`src/rtl/fft_ctrl_pkg.sv`:
```
// State encoding and sizing helpers shared by the FFT control path
// (index sequencer and top-level control FSM).
package fft_ctrl_pkg;

   localparam int STATE_W = 2;

   typedef logic [STATE_W-1:0] fft_state_t;

   localparam fft_state_t ST_IDLE = 2'd0;
   localparam fft_state_t ST_RUN  = 2'd1;
   localparam fft_state_t ST_DONE = 2'd2;

   // Stage counter width: enough bits for 0..n-1, never narrower than one bit.
   function automatic int stage_width(input int n);
      if (n > 1) begin
         return $clog2(n);
      end else begin
         return 1;
      end
   endfunction

endpackage

```
`src/rtl/bit_reverse.sv`:
```
// Pure combinational bit-order reversal; shared with the FFT address generator.
module bit_reverse #(
   parameter int WIDTH = 4
) (
   input  logic [WIDTH-1:0] din,
   output logic [WIDTH-1:0] dout
);

   for (genvar g = 0; g < WIDTH; g++) begin : g_rev
      assign dout[g] = din[WIDTH-1-g];
   end

endmodule

```
`src/rtl/fft_index_counter.sv`:
```
// Radix-2 FFT index/stage sequencer: walks 0..MAX_COUNT once per pass for
// NUM_STAGES passes, exposing natural and bit-reversed index plus pass number.
module fft_index_counter
   import fft_ctrl_pkg::*;
#(
   parameter  int WIDTH      = 4,
   parameter  int MAX_COUNT  = 2**WIDTH - 1,
   parameter  int NUM_STAGES = 4,
   localparam int STAGE_W    = stage_width(NUM_STAGES)
) (
   input  logic               clk,
   input  logic               aclr,
   input  logic               sclr,
   input  logic               start,
   input  logic               en,
   output logic [WIDTH-1:0]   out,
   output logic [WIDTH-1:0]   out_rev,
   output logic [STAGE_W-1:0] stage,
   output logic               cout,
   output logic               busy,
   output logic               done
);

   localparam logic [WIDTH-1:0]   LAST_IDX   = WIDTH'(MAX_COUNT);
   localparam logic [STAGE_W-1:0] LAST_STAGE = STAGE_W'(NUM_STAGES - 1);

   fft_state_t         state_r, state_s;
   logic [WIDTH-1:0]   out_r,   out_s;
   logic [STAGE_W-1:0] stage_r, stage_s;
   logic               cout_r,  cout_s;
   logic               busy_r,  busy_s;
   logic               done_r,  done_s;

   // Next-state and next-output computation; pulses default low every cycle.
   always_comb begin
      state_s = state_r;
      out_s   = out_r;
      stage_s = stage_r;
      cout_s  = 1'b0;
      busy_s  = busy_r;
      done_s  = 1'b0;
      if (sclr) begin
         state_s = ST_IDLE;
         out_s   = '0;
         stage_s = '0;
         busy_s  = 1'b0;
      end else begin
         case (state_r)
            ST_IDLE: begin
               out_s   = '0;
               stage_s = '0;
               if (start) begin
                  state_s = ST_RUN;
                  busy_s  = 1'b1;
               end else begin
                  busy_s  = 1'b0;
               end
            end
            ST_RUN: begin
               if (en) begin
                  // >= keeps the index bounded even if it were ever corrupted
                  if (out_r >= LAST_IDX) begin
                     out_s  = '0;
                     cout_s = 1'b1;
                     if (stage_r >= LAST_STAGE) begin
                        state_s = ST_DONE;
                        busy_s  = 1'b0;
                        done_s  = 1'b1;
                     end else begin
                        stage_s = stage_r + 1'b1;
                     end
                  end else begin
                     out_s = out_r + 1'b1;
                  end
               end else begin
                  out_s = out_r;
               end
            end
            ST_DONE: begin
               state_s = ST_IDLE;
               out_s   = '0;
               stage_s = '0;
               busy_s  = 1'b0;
            end
            default: begin
               state_s = ST_IDLE;
               out_s   = '0;
               stage_s = '0;
               busy_s  = 1'b0;
            end
         endcase
      end
   end

   // State, index, stage and pulse registers with asynchronous clear.
   always_ff @(posedge clk or posedge aclr) begin
      if (aclr) begin
         state_r <= ST_IDLE;
         out_r   <= '0;
         stage_r <= '0;
         cout_r  <= 1'b0;
         busy_r  <= 1'b0;
         done_r  <= 1'b0;
      end else begin
         state_r <= state_s;
         out_r   <= out_s;
         stage_r <= stage_s;
         cout_r  <= cout_s;
         busy_r  <= busy_s;
         done_r  <= done_s;
      end
   end

   bit_reverse #(.WIDTH(WIDTH)) u_rev (
      .din  (out_r),
      .dout (out_rev)
   );

   assign out   = out_r;
   assign stage = stage_r;
   assign cout  = cout_r;
   assign busy  = busy_r;
   assign done  = done_r;

endmodule

```
`config.mk`:
```
export PLATFORM = sky130hd
export DESIGN_NAME = fft_index_counter
export DESIGN_NICKNAME = d
export VERILOG_FILES = /design/src/rtl/fft_ctrl_pkg.sv /design/src/rtl/bit_reverse.sv /design/src/rtl/fft_index_counter.sv
export SDC_FILE = /design/constraint.sdc
export NUM_CORES = 1
export LEC_CHECK = 0
export ABC_AREA = 1
export BUFFER_PORTS_ARGS = -buffer_cell sky130_fd_sc_hd__buf_4
export CORE_MARGIN = 4
export CORE_UTILIZATION = 40
export DETAILED_ROUTE_END_ITERATION = 12
export SLEW_MARGIN = 20
export SYNTH_ARGS = -nofsm -noshare
export SYNTH_HDL_FRONTEND = slang
export SYNTH_SLANG_ARGS = --single-unit
```
`constraint.sdc`:
```
create_clock -name clk -period 2 [get_ports clk]
set_input_delay 0.1 -clock clk [delete_from_list [all_inputs] [get_ports clk]]
set_output_delay 0.1 -clock clk [all_outputs]
set_load 0.01 [all_outputs]
```
==> summary.txt <==
Run status
  • Outcome: finished, final reports clean

Floorplan
  • Die area: 2190 um^2
  • Io pins: 18
  • Die span in x: 46.8 um
  • Die height: 46.8 um
  • Initial core utilization: 0.441
  • Site Rows: 13
  • Core ar.: 1370 um^2

Timing
  • Fin. Hold Viols: 0
  • Setup violators final: 0
  • Slew Viols, Final: 0
  • RSZ-0062 raised after global routing: no
  • Skew final: 0.00280 ns
  • TNS Setup: 0 ns
  • Max Freq: 805 MHz
  • Slew Limit Headroom: 0.727
  • Worst slew pin tran: 0.410 ns
  • Final min period: 1.24 ns
  • Final worst-path cycle share: 0.621

Critical path
  • Crit path top cell by count: nand2_1
  • Slowest-stage cell, CP: dfrtp_1
  • CP top delay family: simple AND/OR/NAND/NOR gates
  • CP max FO: 5
  • Worst-path cell chain: ha_1 > nand2_1 > nor2_4 > nand2_2 > nand2_4 > inv_2 > nand2_1 > nor2_2
  • CP peak stage delay: 0.44 ns
  • Worst EP required: 2.16 ns
  • Worst Setup End Kind: flip-flop
  • Startpoint type of the worst setup path: flip-flop
  • Worst Path Class, Setup: reg -> reg
  • Worst path arrival time: 1.40 ns
  • Buffers and inverters on the worst path: 1

Global route
  • All-layer global routing usage: 0.132
  • Vias in the first global route: 460
  • Global-route wire length before repair: 2000 um
  • Initial antenna violation count: 0
  • Largest net degree at the start of global routing: 12
  • Grt total ovfl: 0

Clock network
  • CTS tree: yes
  • CTS sink count: 11
  • CTS resizes: 0
  • Total CTS buffers: 3
  • Max clock buf depth: 2
  • Hold_buf cts: 1
  • Setup Buffers After CTS: 0
  • Skew-Pair Late Insertion Delay: 0.27 ns
  • Worst-path clk slew: 0.07 ns
  • CTS root buf: clkbuf_4
  • CTS HTree Levels: 1

Pwr
  • VDD IR-drop max: 0.430 mV
  • Sw Pwr: 0.135 mW
  • Sw Ratio: 0.279
  • Clock share of power: 0.311
  • Total leakage power: 0.401 nW
  • Pwr dens: 638 nW/um^2
  • Internal: 0.347 mW
  • Tot Pwr: 0.482 mW
  • Share of power burned in registers: 0.511
  • Logic gate share of total power: 0.178

Placed design
  • Hpwl dp: 854 um
  • GP Congestion: 0.778
  • Cell Count Post-Placement: 100
  • Port Buf Inserts: 17

Synth
  • Synthesized cell area: 603 um^2
  • Largest cells by area after synthesis: dfrtp_1 (46%), nand2_1 (8.7%), nor2_1 (6.8%), inv_1 (6.2%), buf_4 (5.0%)
  • Post-synth top area cell: dfrtp_1
  • Syn avg cell area: 8.38 um^2
  • Synth Instances: 72
  • Seq/Total Area, Yosys: 0.456
  • Post-synth cell types: 19
  • Yosys reg bits: 11
  • Syn nets: 79
  • Area share of the largest cell type after synthesis: 0.456
  • Synthesis Warnings: 0

Worst hold path
  • Hold Crit Class: in -> reg

Layout
  • Most frequent cells in the layout: buf_4 (17), nand2_1 (14), nor2_1 (11), dfrtp_1 (11), inv_1 (10)
  • Syn-to-layout area delta: 25.3%
  • Final #Nets: 98
  • Non-Filler Instances: 105
  • Commonest non-fill, non-tap cell in the layout: buf_4
  • Fillcell total: 143
  • Share of layout cells above drive strength 1: 0.344
  • N_diodes: 0
  • Util after Layout: 0.553

Drt
  • Pre-antenna DRT Iters: 4
  • Vias: 484
  • Via density: 4.61
  • # DRC: 0
  • WL/cell: 10.4 um
  • DRT Wirelength: 1090 um
  • Iter 0 DRT Violations: 4
  • DRT antenna net count: 0

Job
  • Max Cap Viol: 0
[power by group through the flow]
stage / Combinational (mW) / Sequential [mW] / Clock [mW]
after detailed placement: 0.0852 / 0.251 / 0
after global placement: 0.0864 / 0.250 / 0
after floorplan: 0.0559 / 0.251 / 0
after global routing: 0.0960 / 0.248 / 0.173
final: 0.0859 / 0.246 / 0.150
after CTS: 0.0873 / 0.247 / 0.152
[synthesized netlist by cell type]
library cell,instances
ha_1,2
o21ai_1,1
dfrtp_1,11
nand2_1,14
nor2_1,11
inv_2,2
nand3_2,1
nor3_1,2
a21oi_2,1
clkinv_4,1
nand3_1,2
buf_4,4
nand2_4,2
inv_1,10
nor2_2,1
nand2_2,1
xnor2_1,1
a21oi_1,3
nor2_4,2
[state kept, by name (all words and copies together) (netlist names)]
name     cells
done         1
out          4
state_r      2
cout         1
busy         1
stage        2
[path summary, 6_finish.rpt]
kind | from | to | slack [ns] | cells past startpoint
min in group asynchronous | aclr | stage[1] | 0.38 | 3
setup reg to reg | out[0] | out[3] | 0.76 | 8
max in group asynchronous | aclr | out[0] | 1.34 | 3
setup / recovery | out[0] | out[3] | 0.76 | 8
hold reg to reg | busy | busy | 0.52 | 2
hold / removal | sclr | cout | 0.15 | 4
[worst reg2reg max path, delay by kind of cell, from the launching register on]
family                   cells  cell delay [ns]
flip-flops                   1             0.44
buffers and inverters        1             0.03
AND/OR/NAND/NOR              6             0.47
adder cells (fa/ha/maj)      1             0.19
[metal layers]
layer | track usage | up-vias | part of all wire
met3 | 0.0383 | 5 | 0.079
met2 | 0.190 | 18 | 0.43
met1 | 0.172 | 212 | 0.46
li1 | - | 249 | -
met5 | 0 | - | 0
met4 | 0.0829 | 0 | 0.033
[kinds of logic after synthesis]
kind of cell,Yosys count,share of synthesized area
and+or+nand+nor,36,0.301
adders and majority gates,2,0.0415
AOI/OAI and AO/OA,5,0.0477
DFF,11,0.456
buffers and inverters,17,0.139
xor gates and xnor gates,1,0.0145
[metrics by stage]
step	hold WS, ns	worst slack [ns]	instance area (um^2)
detailed placement	0.120	0.765	719
floorplan	-0.0476	0.796	603
finish	0.148	0.758	756
CTS	0.144	0.752	756
global placement	0.122	0.796	719
global route	0.152	0.622	756
[final cells by class]
cell class                 instances  area (um^2)  area share
clock buffer                       4         26.3      0.0348
inverter                          13         53.8      0.0712
multi-input combinational         44          244       0.323
sequential                        11          275       0.364
tap                               15         18.8      0.0248
timing repair buffer              18          138       0.182
(Power assumes the default switching activity.)
